==> src/rtl/lsu_pkg.sv <==
// Shared constants and types for the load/store unit.
// Holds funct3 encodings, the controller state type and the funct3 legality check.
package lsu_pkg;

  localparam logic [2:0] F3_B  = 3'b000;
  localparam logic [2:0] F3_H  = 3'b001;
  localparam logic [2:0] F3_W  = 3'b010;
  localparam logic [2:0] F3_BU = 3'b100;
  localparam logic [2:0] F3_HU = 3'b101;

  typedef enum logic [1:0] {IDLE, RD, WR, RESP} lsu_state_e;

  // Stores only know B/H/W; loads additionally have the unsigned B/H forms.
  function automatic logic f3_illegal(input logic we, input logic [2:0] f3);
    if (we) begin
      return f3 > F3_W;
    end
    return (f3 == 3'b011) || (f3 == 3'b110) || (f3 == 3'b111);
  endfunction

endpackage

==> src/rtl/lsu_align.sv <==
// Byte-lane steering: extends load data from a memory word and merges
// sub-word store data into a previously read word.
module lsu_align
  import lsu_pkg::*;
(
  input  logic [2:0]  funct3_i,
  input  logic [1:0]  addr_lo_i,
  input  logic [31:0] word_i,
  input  logic [31:0] wdata_i,
  output logic [31:0] load_data_o,
  output logic [31:0] store_word_o
);

  logic [7:0]  byte_v;
  logic [15:0] half_v;

  always_comb begin
    byte_v = word_i[{addr_lo_i, 3'b000} +: 8];
    half_v = word_i[{addr_lo_i[1], 4'b0000} +: 16];

    case (funct3_i)
      F3_B:    load_data_o = {{24{byte_v[7]}}, byte_v};
      F3_BU:   load_data_o = {24'h0, byte_v};
      F3_H:    load_data_o = {{16{half_v[15]}}, half_v};
      F3_HU:   load_data_o = {16'h0, half_v};
      default: load_data_o = word_i;
    endcase

    store_word_o = word_i;
    case (funct3_i)
      F3_B:    store_word_o[{addr_lo_i, 3'b000} +: 8] = wdata_i[7:0];
      F3_H:    store_word_o[{addr_lo_i[1], 4'b0000} +: 16] = wdata_i[15:0];
      default: store_word_o = wdata_i;
    endcase
  end

endmodule

==> src/rtl/lsu_ctrl.sv <==
// Load/store unit controller: one request at a time, drives a single-ported
// word memory with registered strobes and returns one response per request.
module lsu_ctrl
  import lsu_pkg::*;
#(
  parameter int unsigned MEM_SIZE = 16
) (
  input  logic        clk_i,
  input  logic        reset_ni,
  input  logic        req_valid_i,
  output logic        req_ready_o,
  input  logic        req_we_i,
  input  logic [2:0]  req_funct3_i,
  input  logic [31:0] req_addr_i,
  input  logic [31:0] req_wdata_i,
  output logic        resp_valid_o,
  input  logic        resp_ready_i,
  output logic [31:0] resp_rdata_o,
  output logic        resp_err_o,
  output logic        MemWrite_o,
  output logic        MemRead_o,
  output logic [31:0] MemAddr_o,
  output logic [31:0] MemWData_o,
  input  logic [31:0] MemData_i
);

  localparam logic [31:0] ADDR_LIMIT = 32'(MEM_SIZE * 4);

  lsu_state_e  state_q, state_d;
  logic [31:0] addr_q, addr_d;
  logic        we_q, we_d;
  logic [2:0]  f3_q, f3_d;
  logic [31:0] wdata_q, wdata_d;
  logic        mem_read_q, mem_read_d;
  logic        mem_write_q, mem_write_d;
  logic [31:0] mem_addr_q, mem_addr_d;
  logic [31:0] mem_wdata_q, mem_wdata_d;
  logic        resp_valid_q, resp_valid_d;
  logic        resp_err_q, resp_err_d;
  logic [31:0] resp_rdata_q, resp_rdata_d;

  logic        accept;
  logic        req_err;
  logic [31:0] load_data;
  logic [31:0] store_word;

  // The memory word is only consumed in RD, which is when MemData_i is valid.
  lsu_align u_align (
    .funct3_i     (f3_q),
    .addr_lo_i    (addr_q[1:0]),
    .word_i       (MemData_i),
    .wdata_i      (wdata_q),
    .load_data_o  (load_data),
    .store_word_o (store_word)
  );

  assign accept  = req_valid_i && (state_q == IDLE);
  assign req_err = ((req_funct3_i[1:0] == 2'b01) && req_addr_i[0])
                 || ((req_funct3_i[1:0] == 2'b10) && (req_addr_i[1:0] != 2'b00))
                 || (req_addr_i >= ADDR_LIMIT)
                 || f3_illegal(req_we_i, req_funct3_i);

  always_comb begin
    state_d      = state_q;
    addr_d       = addr_q;
    we_d         = we_q;
    f3_d         = f3_q;
    wdata_d      = wdata_q;
    mem_wdata_d  = mem_wdata_q;
    resp_err_d   = resp_err_q;
    resp_rdata_d = resp_rdata_q;

    case (state_q)
      IDLE: begin
        if (accept) begin
          addr_d  = req_addr_i;
          we_d    = req_we_i;
          f3_d    = req_funct3_i;
          wdata_d = req_wdata_i;
          if (req_err) begin
            state_d      = RESP;
            resp_err_d   = 1'b1;
            resp_rdata_d = '0;
          end else if (!req_we_i || (req_funct3_i != F3_W)) begin
            state_d = RD;
          end else begin
            state_d     = WR;
            mem_wdata_d = req_wdata_i;
          end
        end
      end
      RD: begin
        if (we_q) begin
          state_d     = WR;
          mem_wdata_d = store_word;
        end else begin
          state_d      = RESP;
          resp_rdata_d = load_data;
          resp_err_d   = 1'b0;
        end
      end
      WR: begin
        state_d      = RESP;
        resp_rdata_d = '0;
        resp_err_d   = 1'b0;
      end
      RESP: begin
        if (resp_ready_i) begin
          state_d      = IDLE;
          resp_rdata_d = '0;
          resp_err_d   = 1'b0;
        end
      end
      default: state_d = IDLE;
    endcase

    // Outputs are registered decodes of the state being entered.
    mem_read_d   = (state_d == RD);
    mem_write_d  = (state_d == WR);
    resp_valid_d = (state_d == RESP);
    mem_addr_d   = (mem_read_d || mem_write_d) ? {addr_d[31:2], 2'b00} : '0;
    if (!mem_write_d) begin
      mem_wdata_d = '0;
    end
  end

  always_ff @(posedge clk_i or negedge reset_ni) begin
    if (!reset_ni) begin
      state_q      <= IDLE;
      addr_q       <= '0;
      we_q         <= 1'b0;
      f3_q         <= '0;
      wdata_q      <= '0;
      mem_read_q   <= 1'b0;
      mem_write_q  <= 1'b0;
      mem_addr_q   <= '0;
      mem_wdata_q  <= '0;
      resp_valid_q <= 1'b0;
      resp_err_q   <= 1'b0;
      resp_rdata_q <= '0;
    end else begin
      state_q      <= state_d;
      addr_q       <= addr_d;
      we_q         <= we_d;
      f3_q         <= f3_d;
      wdata_q      <= wdata_d;
      mem_read_q   <= mem_read_d;
      mem_write_q  <= mem_write_d;
      mem_addr_q   <= mem_addr_d;
      mem_wdata_q  <= mem_wdata_d;
      resp_valid_q <= resp_valid_d;
      resp_err_q   <= resp_err_d;
      resp_rdata_q <= resp_rdata_d;
    end
  end

  assign req_ready_o  = (state_q == IDLE);
  assign resp_valid_o = resp_valid_q;
  assign resp_err_o   = resp_err_q;
  assign resp_rdata_o = resp_rdata_q;
  assign MemRead_o    = mem_read_q;
  assign MemWrite_o   = mem_write_q;
  assign MemAddr_o    = mem_addr_q;
  assign MemWData_o   = mem_wdata_q;

endmodule

==> config.mk <==
export PLATFORM = sky130hd
export DESIGN_NAME = lsu_ctrl
export DESIGN_NICKNAME = d
export VERILOG_FILES = /design/src/rtl/lsu_pkg.sv /design/src/rtl/lsu_align.sv /design/src/rtl/lsu_ctrl.sv
export SDC_FILE = /design/constraint.sdc
export NUM_CORES = 1
export LEC_CHECK = 0
export ABC_CLOCK_PERIOD_IN_PS = 5400
export BUFFER_PORTS_ARGS = -buffer_cell sky130_fd_sc_hd__buf_2
export CAP_MARGIN = 30
export CORE_ASPECT_RATIO = 0.5
export CORE_UTILIZATION = 57
export DETAILED_ROUTE_END_ITERATION = 16
export GPL_TIMING_DRIVEN = 0
export PLACE_DENSITY = 0.93
export SYNTH_ARGS = -nofsm -noshare
export SYNTH_HDL_FRONTEND = slang
export SYNTH_SLANG_ARGS = --single-unit
==> constraint.sdc <==
create_clock -name clk_i -period 5.4 [get_ports clk_i]
set_clock_uncertainty 0.1 [all_clocks]
set_input_delay 0.81 -clock clk_i [delete_from_list [all_inputs] [get_ports clk_i]]
set_output_delay 0.81 -clock clk_i [all_outputs]
set_load 0.03 [all_outputs]
== Word-level counts from Yosys, hierarchy flattened ==
Index checks and enable logic that the tools add are counted.
Cells by class
  add/sub/neg operators: 2
  order comparisons: 2
  equality and inequality tests: 24
  shift-type cells: 6
  multiplexer cells: 32
  reduce and logical (&&, ||, !) cells: 17
Operator list (number)
  32-bit 2-to-1 mux: 12
  32-bit case mux with 4 select lines: 2
  32-bit case mux with 2 select lines: 2
  32-bit bitwise mux: 2
  32-bit by 7-bit greater-or-equal comparator with 1-bit output, second input constant: 1
  16-bit by 7-bit variable shift with 32-bit output, first input constant: 1
  8-bit by 7-bit variable shift with 32-bit output, first input constant: 1
  16-bit by 7-bit variable part select with 32-bit output: 1
  32-bit by 6-bit variable part select with 16-bit output: 1
  32-bit by 6-bit variable part select with 8-bit output: 1
  8-bit by 7-bit variable part select with 32-bit output: 1
  5-bit negation with 7-bit output: 2
  3-bit equality test, second input constant: 4
  2-bit equality test, second input constant: 5
  3-bit by 2-bit != test with 1-bit output, second input constant: 3
  3-bit != test, second input constant: 3
  1-bit 2-to-1 mux: 8
  2-bit 2-to-1 mux: 4
  2-bit case mux with 4 select lines: 1
  1-bit logical OR: 7
  2-bit by 1-bit equality test with 1-bit output, second input constant: 3
  5-bit AND reduction: 1
  2-bit by 1-bit != test with 1-bit output, second input constant: 2
  2-bit != test, second input constant: 2
  11 further kinds: 13
Word-level totals
  register bits after elaboration: 170
  input bits: 104
  output and inout port bits: 101
  logic and storage cells: 96

== Logic depth before layout (Yosys ltp) ==
Gate-level depths: netlist of run 1.
  word-level depth: 11
  gate-level depth with buffers: 13
  mapped depth without buffers: 8

== By module ==
From an unflattened synthesis of run 1, not the netlist that was laid out.
Unflattened totals
  cell total of the unflattened synthesis: 1015
  area, all modules: 8863.5 µm²
Modules (own cells, without submodules)
  lsu_ctrl: times used 1, cells each 726, area each 7001.7 µm², sequential area each 4204.0 µm²
  lsu_align: times used 1, cells each 289, area each 1861.8 µm², sequential area each 0.0 µm²

== Worst setup path before layout of run 1 ==
No wires, ideal clock.
  path type: register to register
  from: reg state_q[1]
  to: reg mem_wdata_q[17] (netlist: MemWData_o[17])
  data arrival time: 3046 ps
  data required time: 5178 ps
  slack: 2133 ps
  stages on the path, launching flop included: 14
  clock period less this slack: 3267 ps
  path through: dfrtp_1 -> buf_2 -> nor2_1 -> and2_1 -> buf_2 -> buf_1 -> buf_2 -> o21ai_0 -> and2_1 -> ha_1 -> and3_1 -> clkbuf_1 -> buf_2 -> a32o_1
Between the ends
  cells in the longest elaborated chain, start to end: 7
  elaborated cells on any way between the ends: 17
RTL lines
  start, declared: RTL line lsu_ctrl.sv:29  | lsu_state_e state_q, state_d;
  start signal, assigned: RTL line lsu_ctrl.sv:142  | state_q <= state_d;
  2-bit zero test *
  net req_ready_o: RTL line lsu_ctrl.sv:11  | output logic req_ready_o,
  1-bit logical AND: RTL line lsu_ctrl.sv:57  | assign accept = req_valid_i && (state_q == IDLE);
  2-bit 2-to-1 mux: RTL line lsu_ctrl.sv:75  | if (accept) begin
  2-bit case mux with 4 select lines *: RTL line lsu_ctrl.sv:73  | case (state_q)
  2-bit equality test *: RTL line lsu_ctrl.sv:119  | mem_write_d = (state_d == WR);
  net mem_write_d: RTL line lsu_ctrl.sv:35  | logic mem_write_q, mem_write_d;
  3-bit != test (no source line) / 3-bit by 2-bit != test with 1-bit output (equally long branches)
  5-bit AND reduction (no source line)
  end signal, assigned: RTL line lsu_ctrl.sv:150  | mem_wdata_q <= mem_wdata_d;
  end, declared: RTL line lsu_ctrl.sv:37  | logic [31:0] mem_wdata_q, mem_wdata_d;
Mark *: on every way through the listed nets, which the timed path passes. The rest lies on a longest branch.
A chain may end at the register's enable or synchronous reset.

== Final worst setup path of run 1 ==
  from: in req_addr_i[9]
  to: reg mem_wdata_q[13] (netlist: MemWData_o[13])
Between the ends
  cells in the longest elaborated chain, start to end: 9
  elaborated cells on any way between the ends: 14
RTL lines
  start, declared: RTL line lsu_ctrl.sv:14  | input logic [31:0] req_addr_i,
  32-bit by 7-bit greater-or-equal comparator with 1-bit output *: RTL line lsu_ctrl.sv:60  | || (req_addr_i >= ADDR_LIMIT)
  1-bit logical OR *: RTL line lsu_ctrl.sv:60
  1-bit logical OR *: RTL line lsu_ctrl.sv:61  | || f3_illegal(req_we_i, req_funct3_i);
  2-bit 2-to-1 mux *: RTL line lsu_ctrl.sv:80  | if (req_err) begin
  2-bit 2-to-1 mux *: RTL line lsu_ctrl.sv:75
  2-bit case mux with 4 select lines *: RTL line lsu_ctrl.sv:73
  2-bit equality test *: RTL line lsu_ctrl.sv:119
  net mem_write_d: RTL line lsu_ctrl.sv:35
  3-bit != test (no source line) / 3-bit by 2-bit != test with 1-bit output (equally long branches)
  5-bit AND reduction (no source line)
Marks and branches as above.

==> results of run 1 <==
-- stage by stage --
step | hold WS [ns] | std cells | setup slack [ns]
after global placement | 0.375 | 1078 | 1.06
after detailed placement | 0.373 | 1079 | 0.926
after floorplan | 0.366 | 706 | 2.13
final | 0.0415 | 1113 | 1.23
after global routing | 0.0291 | 1112 | 1.14
after CTS | 0.395 | 1111 | 1.35
-- worst max-delay path by stage --
stage	from	end	slack, ns	cells after the start
6_report	req_addr_i[9]	MemWData_o[13]	1.23	11
5_1_grt	req_addr_i[9]	MemWData_o[13]	1.14	11
4_1_cts	req_addr_i[9]	MemWData_o[15]	1.35	11
3_5_place_dp	req_addr_i[9]	MemWData_o[15]	0.93	11
3_3_place_gp	reset_ni	wdata_q[26]	1.06	1
2_1_floorplan	state_q[1]	MemWData_o[17]	2.13	13
-- metal layers --
metal,GRT usage (%),up-vias,share of wire (%)
li1,-,3021,-
met1,44.0,3355,41
met2,53.5,375,46
met3,10.2,62,11
met4,12.1,0,2.6
met5,0,-,0
-- area by class of cell --
type	instances	area (µm²)	share of cell area, %
flip-flops and latches	168	4200	43.4
multi-input cells	451	3270	33.8
repair buffers	204	1070	11.1
clock buffers	18	429	4.43
plain buffers	52	234	2.41
well taps	170	213	2.19
clock inverters	14	135	1.39
inverters	35	131	1.36
diodes	1	2.50	0.0258
-- registers in the layout (all words and copies together) (netlist names) --
register      flops
MemWData_o       32
addr_q           32
resp_rdata_o     32
wdata_q          32
MemAddr_o        30
f3_q              3
state_q           2
MemRead_o         1
MemWrite_o        1
resp_err_o        1
resp_valid_o      1
we_q              1
-- layout by cell type (no fill, tap or decap), types with 6 or more instances in the layout --
cell type,instances
nand2_1,38
a22o_1,19
nor2b_1,42
a22oi_1,9
nor4_1,6
a221o_1,8
mux2_2,64
a32o_1,16
ha_1,8
dfrtp_1,168
clkbuf_1,28
o22a_1,16
o21ai_1,11
o21ai_0,71
clkbuf_16,17
o2bb2ai_1,12
inv_1,33
o22ai_1,9
buf_2,217
o221a_1,8
a21oi_1,38
mux2i_1,7
nor2_1,23
-- power breakdown --
part,internal [mW],switching (mW)
clock,0.613,0.562
sequential,1.74,0.291
combinational,0.957,1.75
total,3.31,2.60
-- critical path: stages --
cell	delay [ns]
buf_2	0.11
nor4_1	0.48
nand4_1	0.26
or4_1	0.56
buf_2	0.18
o21ai_0	0.24
and2_1	0.16
ha_1	0.20
a21boi_1	0.57
clkbuf_1	0.58
a22o_1	0.27
-- kinds of logic (layout without fill, tap and decap cells) --
logic type,Yosys count,count (layout),synth area share (%)
simple gates,133,133,8.83
mux,73,73,10.6
compound gates,235,235,21.0
other cells,1,3,0.0478
flops,168,168,53.6
fa+ha+maj,8,8,1.28
buf+inv,87,323,4.66
==> metrics.txt, run 1 <==
PortBufs=between 200 and 250; worst ir drop on vdd=roughly 0.00031 V; Total Routed Length=23000 µm; Final Hold Fails=0; largest net degree at the start of global routing=104; worst-case reg-to-reg path depth=12; row cnt=29; kind of critical path=primary input to flop; Synth area leader=dfrtp_1; Max Slew Vio Count=0; Die Wd=about 170 µm; total power=5.91 mW; crit end category=flop; Syn Std Cell Area=0.00784 mm²; min Tclk post-route=4.17 ns; Synth top area share=approximately 54%; synthesis-stage register bit count=168; Rel. slew slack=34.8%; CTS Hold Bufs=0; RSZ-0062 raised after global routing=no; Nets=1041; max-cap violations=0; CTS tree=yes; flop2flop setup slack=1.46 ns; Peak Freq=~0.24 GHz; number of flops mapped to enable cells by yosys=0; most common cell in the synthesized netlist=dfrtp_1; Area contributors post-synth=dfrtp_1 (54%), mux2_2 (9.2%), o21ai_0 (4.5%), nor2b_1 (3.4%), a21oi_1 (2.4%); Sum Neg Setup Slack=0 ns; final RePlAce weighted congestion=just under 1; outcome=completed; arrival time at the worst endpoint=roughly 4.4 ns; CTS Buf Count=17; htree depth=4; critical path launch point type=primary input; DRT Pass-1 Iters=5; Syn Inst Count=around 710; RR Endpoint=MemWData_o[13]; Final ANT Viol Nets=0; global-route wire length before repair=36200 µm; vias per cell=6.12; library cells used by synthesis=55; core area=0.0130 mm²; Skew-Pair Late Insertion Delay=0.43 ns; sequential area share after synthesis=53.6%; Layout Utilization=around 74%; Initial Utilization=between 60% and 70%; post-place instance area=about 0.009 mm²; ys async rst share=100%; FF-to-FF Start=state_q[1]; mean post-synth cell area=between 10 and 15 µm²; top_reg_cell synth=dfrtp_1; worst slew pin tran=0.973 ns; power per cell area=609 mW/mm²; grt ovf=0; Final HPWL DP=17400 µm; Clock Tree Root=clkbuf_16; vias in the first global route=6759; DR iter-0 viols=634; Post-CTS Setup Inserts=0; CTS Buffer Depth=2; clock sink count=168; WL/cell=20.7 µm; Req. time, crit path=5.65 ns; Hold WC Path Type=primary input to asynchronous set/reset pin; synth cell count leaders=dfrtp_1 (168), o21ai_0 (71), mux2_2 (64); share of cells above drive strength 1=34.6%; initial antenna violation count=2; Vias=between 6000 and 7000; Boundary Pins=205; critical-path maximum fanout=10; Fillers=around 900; period utilisation layout=a little under 80%; DRC errors left=0; Leak Pwr=4.65 nW; YS warnings=0; Total Routing Usage GR=roughly 34%; chip height=84.9 µm; final setup violation count=0; post-CTS sizing=0; P&R area growth vs syn=23.7%; Worst-path clk slew=0.07 ns; fin area=0.00969 mm²; die area=0.0143 mm²
Note: power is estimated with default switching activity, not from simulation.
==> inputs of run 2 (changes only) <==
--- a/config.mk
+++ b/config.mk
@@ -5,14 +5,14 @@
 export SDC_FILE = /design/constraint.sdc
 export NUM_CORES = 1
 export LEC_CHECK = 0
-export ABC_CLOCK_PERIOD_IN_PS = 5400
+export ABC_CLOCK_PERIOD_IN_PS = 4340
 export BUFFER_PORTS_ARGS = -buffer_cell sky130_fd_sc_hd__buf_2
 export CAP_MARGIN = 30
 export CORE_ASPECT_RATIO = 0.5
-export CORE_UTILIZATION = 57
+export CORE_UTILIZATION = 53
 export DETAILED_ROUTE_END_ITERATION = 16
 export GPL_TIMING_DRIVEN = 0
-export PLACE_DENSITY = 0.93
+export PLACE_DENSITY = 0.88
 export SYNTH_ARGS = -nofsm -noshare
 export SYNTH_HDL_FRONTEND = slang
 export SYNTH_SLANG_ARGS = --single-unit
==> constraint.sdc (replaced) <==
create_clock -name clk_i -period 4.34 [get_ports clk_i]
set_clock_uncertainty 0.1 [all_clocks]
set_input_delay 0.651 -clock clk_i [delete_from_list [all_inputs] [get_ports clk_i]]
set_output_delay 0.651 -clock clk_i [all_outputs]
set_load 0.03 [all_outputs]
==> metrics.txt, run 2 (synthesis results as in run 1) <==
Leak Pwr=4.65 nW (about the same); power per cell area=757 mW/mm² (+24%); row cnt=30 (+3.4%); min Tclk post-route=3.81 ns; DRT Pass-1 Iters=5 (unchanged); Vias=6730 (-1.2%); Final ANT Viol Nets=0 (unchanged); DR iter-0 viols=604 (-4.7%); Skew-Pair Late Insertion Delay=0.42 ns (about the same); DRC errors left=0 (unchanged); Worst-path clk slew=0.07 ns (about the same); final worst slack=0.530 ns (-0.704 ns); grt ovf=0 (unchanged); largest net degree at the start of global routing=97 (-6.7%); critical-path maximum fanout=10 (unchanged); Peak Freq=0.262 GHz; P&R area growth vs syn=24.2%; Max Slew Vio Count=0 (unchanged); WL/cell=20.2 µm (-2.5%); Initial Utilization=56.0% (-4.2 points); crit end category=flop; core area=0.0140 mm² (+7.5%); critical path launch point type=primary input; share of cells above drive strength 1=34.6% (+0.037 points); commonest non-fill, non-tap cell in the layout=buf_2; period utilisation layout=between 80% and 90%; most frequent cells in the layout=buf_2 (217), dfrtp_1 (168), o21ai_0 (71); Req. time, crit path=4.59 ns (-1.06 ns); Total Routed Length=22900 µm (-0.62%); arrival time at the worst endpoint=4.06 ns (-0.36 ns); final setup violation count=0 (unchanged); kind of critical path=primary input to flop; global-route wire length before repair=35200 µm (-2.8%); final RePlAce weighted congestion=0.980 (-1.3%); Total Routing Usage GR=30.4% (-3.1 points); Final Hold Fails=0 (unchanged); vias in the first global route=6519 (-3.6%); die area=0.0153 mm² (+7.4%); Die Wd=174 µm (+3.7%); dpl ws=0.114 ns (-0.813 ns); outcome=completed; htree depth=4 (unchanged); Post-CTS Setup Inserts=0 (unchanged); vias per cell=5.93 (-3.0%); CTS tree=yes; clock sink count=168 (unchanged); Nets=1040 (-0.096%); post-CTS sizing=0 (unchanged); CTS Buffer Depth=2 (unchanged); total power=7.37 mW (+25%); Boundary Pins=205 (unchanged); Final HPWL DP=17200 µm (-1.1%); worst slew pin tran=0.920 ns (-0.0525 ns); CTS Buf Count=17 (unchanged); worst-case reg-to-reg path depth=12 (unchanged); RSZ-0062 raised after global routing=no; Rel. slew slack=38.3% (+3.5 points); max-cap violations=0 (unchanged); Sum Neg Setup Slack=0 ns (unchanged); chip height=88.0 µm (+3.6%); worst ir drop on vdd=0.000405 V (+30%); Hold WC Path Type=primary input to asynchronous set/reset pin; PortBufs=202 (unchanged); Clock Tree Root=clkbuf_16; initial antenna violation count=3 (+1); CTS Hold Bufs=0 (unchanged)
run 2: path summary, 6_finish.rpt:
| check | start | to | slack, ns |
|---|---|---|---|
| hold reg to reg | resp_rdata_o[8] | resp_rdata_o[8] | 0.39 |
| min in group clk_i | req_wdata_i[29] | wdata_q[29] | 0.37 |
| hold / removal | reset_ni | addr_q[20] | 0.07 |
| setup reg to reg | state_q[1] | MemWData_o[12] | 0.54 |
| max in group asynchronous | reset_ni | wdata_q[0] | 3.20 |
| setup / recovery | req_addr_i[26] | MemWData_o[13] | 0.53 |
run 2: layer usage:
layer / track usage, % / vias up / wire length, µm
li1: - / 3013 / -
met1: 41.9 / 3299 / 9870
met2: 46.8 / 359 / 10200
met3: 7.86 / 57 / 2240
met4: 11.7 / 2 / 626
met5: 0 / - / 8
run 2: critical path, cell delays in order:
cell and delay, ns:
buf_2 0.11, nor4_1 0.42, nand4_1 0.25, or4_1 0.56, buf_2 0.18, o21ai_0 0.21, and2_1 0.16, ha_1 0.20
a21boi_1 0.53, clkbuf_1 0.54, a22o_1 0.25
run 2: layout make-up:
type                            count  area, µm²
Tap cell                          192        240
Buffer                             52        234
Timing Repair Buffer              203       1050
Fill cell                        1052       4270
Clock buffer                       18        439
Multi-Input combinational cell    451       3270
Clock inverter                     14        159
Inverter                           35        131
Sequential cell                   168       4200
Antenna cell                        1       2.50
run 2: through the flow:
step | std cells | hold slack [ns] | cell area, µm² | util, %
after global placement | 1100 | 0.372 | 9090 | 64.9
after detailed placement | 1101 | 0.373 | 9130 | 65.2
after global routing | 1133 | 0.121 | 9730 | 69.5
final | 1134 | 0.0745 | 9730 | 69.5
after CTS | 1133 | 0.0993 | 9730 | 69.5
after floorplan | 706 | 0.255 | 7840 | -
run 2: report_power, final:
part           switching (mW)  internal, mW
Clock                   0.721         0.788
Sequential              0.353          2.16
Combinational            2.16          1.19
==> inputs of run 3 (changes only) <==
--- a/config.mk
+++ b/config.mk
@@ -5,14 +5,15 @@
 export SDC_FILE = /design/constraint.sdc
 export NUM_CORES = 1
 export LEC_CHECK = 0
+export ABC_AREA = 1
 export ABC_CLOCK_PERIOD_IN_PS = 4340
 export BUFFER_PORTS_ARGS = -buffer_cell sky130_fd_sc_hd__buf_2
 export CAP_MARGIN = 30
 export CORE_ASPECT_RATIO = 0.5
-export CORE_UTILIZATION = 53
+export CORE_UTILIZATION = 55
 export DETAILED_ROUTE_END_ITERATION = 16
 export GPL_TIMING_DRIVEN = 0
-export PLACE_DENSITY = 0.88
+export PLACE_DENSITY = 0.89
 export SYNTH_ARGS = -nofsm -noshare
 export SYNTH_HDL_FRONTEND = slang
 export SYNTH_SLANG_ARGS = --single-unit
==> metrics.txt, run 3 <==
clock sink count=168 (unchanged); outcome=completed; Final Hold Fails=0 (unchanged); Clock power frac=16.9% (-3.6 points); crit end category=flop; Req. time, crit path=4.61 ns (+0.02 ns); Net Sw Power=4.85 mW (+50%); Die Wd=185 µm (+6.1%); CTS Buffer Depth=2 (unchanged); Int Pwr=4.57 mW (+10%); final RePlAce weighted congestion=0.987 (+0.78%); total power=9.42 mW (+28%); Placed Instances=1724 (+57%); final worst slack=0.260 ns (-0.270 ns); power per cell area=848 mW/mm² (+12%); # diodes=0 (-1); global-route wire length before repair=52900 µm (+51%); Synth area leader=dfrtp_1; Comb pwr share=56.2% (+11 points); Rel. slew slack=39.8% (+1.5 points); worst ir drop on vdd=0.000631 V (+56%); min Tclk post-route=4.08 ns (+0.270 ns); synthesis-stage register bit count=168 (unchanged); Sum Neg Setup Slack=0 ns (unchanged); max-cap violations=0 (unchanged); global routing usage on met3=10.8% (+2.9 points); RSZ-0062 raised after global routing=no; chip height=93.3 µm (+6.1%); period utilisation layout=94.0% (+6.2 points); Vias=9896 (+47%); Total Routing Usage GR=41.4% (+11 points); arrival time at the worst endpoint=4.35 ns (+0.29 ns); most common cell in the synthesized netlist=nand2_1; Final ANT Viol Nets=0 (unchanged); kind of critical path=flop to flop; Nets=1634 (+57%); vias in the first global route=9517 (+46%); die area=0.0172 mm² (+13%); Worst-path clk slew=0.07 ns (about the same); Synth top area share=45.8% (-7.8 points); library cells used by synthesis=31 (-44%); row cnt=32 (+6.7%); htree depth=4 (unchanged); Boundary Pins=205 (unchanged); post-place instance area=0.0105 mm² (+15%); Layout Utilization=70.0% (+0.52 points); Leak Pwr=6.11 nW (+31%); vias per cell=5.64 (-5.0%); sequential area share after synthesis=45.8% (-7.8 points); core area=0.0159 mm² (+13%); Peak Freq=0.245 GHz (-6.6%); Reg power frac=26.9% (-7.2 points); Initial Utilization=57.9% (+1.9 points); Area contributors post-synth=dfrtp_1 (46%), nand2_1 (17%), nand3_1 (7.3%), nor2_1 (6.3%), o21ai_0 (4.4%); post-CTS sizing=0 (unchanged); Syn Std Cell Area=0.00917 mm² (+17%); worst slew pin tran=0.894 ns (-0.0266 ns); GRT met2 Usage=62.6% (+16 points); synth cell count leaders=nand2_1 (420), dfrtp_1 (168), nor2_1 (153); fin area=0.0111 mm² (+14%); commonest non-fill, non-tap cell in the layout=nand2_1; CTS Hold Bufs=0 (unchanged); Clock Tree Root=clkbuf_16; PortBufs=202 (unchanged); Sw Ratio=51.5% (+7.6 points); Layout Cells excl Fill=1756 (+55%); initial antenna violation count=0 (-3); Total Routed Length=33900 µm (+48%); Skew-Pair Late Insertion Delay=0.44 ns (+0.02 ns); grt ovf=0 (unchanged); top_reg_cell synth=dfrtp_1; critical path launch point type=flop; Max Slew Vio Count=0 (unchanged); DRC errors left=0 (unchanged); number of flops mapped to enable cells by yosys=0 (unchanged); mean post-synth cell area=7.06 µm² (-36%); CTS Buf Count=17 (unchanged); WL/cell=19.3 µm (-4.3%); DR iter-0 viols=1140 (+89%); busiest grt layer=met2; worst-case reg-to-reg path depth=12 (unchanged); critical-path maximum fanout=10 (unchanged); YS warnings=0 (unchanged); ys async rst share=100% (unchanged); CTS tree=yes; Syn Inst Count=1299 (+84%); DRT Pass-1 Iters=6 (+1); worst hold slack=0.0658 ns (-0.00877 ns); dpl ws=0.367 ns (+0.253 ns); Post-CTS Setup Inserts=0 (unchanged); Final HPWL DP=25700 µm (+50%); met1 Use GR=59.1% (+17 points); Hold WC Path Type=primary input to asynchronous set/reset pin; largest net degree at the start of global routing=93 (-4.1%); most frequent cells in the layout=nand2_1 (420), buf_2 (224), dfrtp_1 (168); final setup violation count=0 (unchanged); P&R area growth vs syn=21.0%; share of cells above drive strength 1=21.0% (-14 points)
-- run 3: metal layers --
layer	up-vias	part of all wire (%)
met4	0	1.2
met3	38	12
met5	-	0
li1	4526	-
met2	596	43
met1	4736	44
-- run 3: final timing paths --
kind                                   to             from  slack [ns]
min reg2reg                    resp_err_o       resp_err_o        0.37
max                        MemWData_o[21]       state_q[0]        0.26
max in group asynchronous  MemWData_o[12]         reset_ni        3.19
min                            addr_q[23]         reset_ni        0.07
min in group clk_i            wdata_q[27]  req_wdata_i[27]        0.32
max reg2reg                MemWData_o[21]       state_q[0]        0.26
-- run 3: cells by family (layout without fill, tap and decap cells) --
| group | count (synthesis) | count (layout) | share of synthesized area (%) |
|---|---|---|---|
| and+or+nand+nor | 764 | 764 | 34.9 |
| adders and majority gates | 8 | 8 | 1.09 |
| buffers and inverters | 194 | 429 | 8.70 |
| AOI/OAI and AO/OA | 164 | 164 | 9.43 |
| DFF | 168 | 168 | 45.8 |
| other | 1 | 2 | 0.0409 |
-- run 3: cell type report --
class	instances	area [µm²]
fillers	1333	4750
flip-flops and latches	168	4200
multi-input cells	938	4170
repair buffers	203	1050
clock buffers	19	443
inverters	118	443
plain buffers	76	355
well taps	221	277
clock inverters	13	158
-- run 3: worst max-delay path, cell delays in order, from the launching register on --
cell and delay, ns:
dfrtp_1 0.46, nor2_4 0.22, nand2_4 0.11, inv_2 0.19, clkbuf_1 0.41, o21ai_0 0.47, a31oi_1 0.40, ha_1 0.32
clkbuf_1 0.29, clkbuf_1 0.42, clkbuf_1 0.38, nand3_1 0.14, nand2_1 0.09
-- run 3: power by group through the flow --
stage | combinational (mW) | clock [mW] | sequential (mW)
floorplan | 2.94 | 0 | 3.07
global placement | 4.96 | 0 | 2.50
detailed placement | 5.10 | 0 | 2.53
CTS | 5.17 | 1.59 | 2.52
global route | 5.77 | 1.65 | 2.58
finish | 5.29 | 1.59 | 2.53
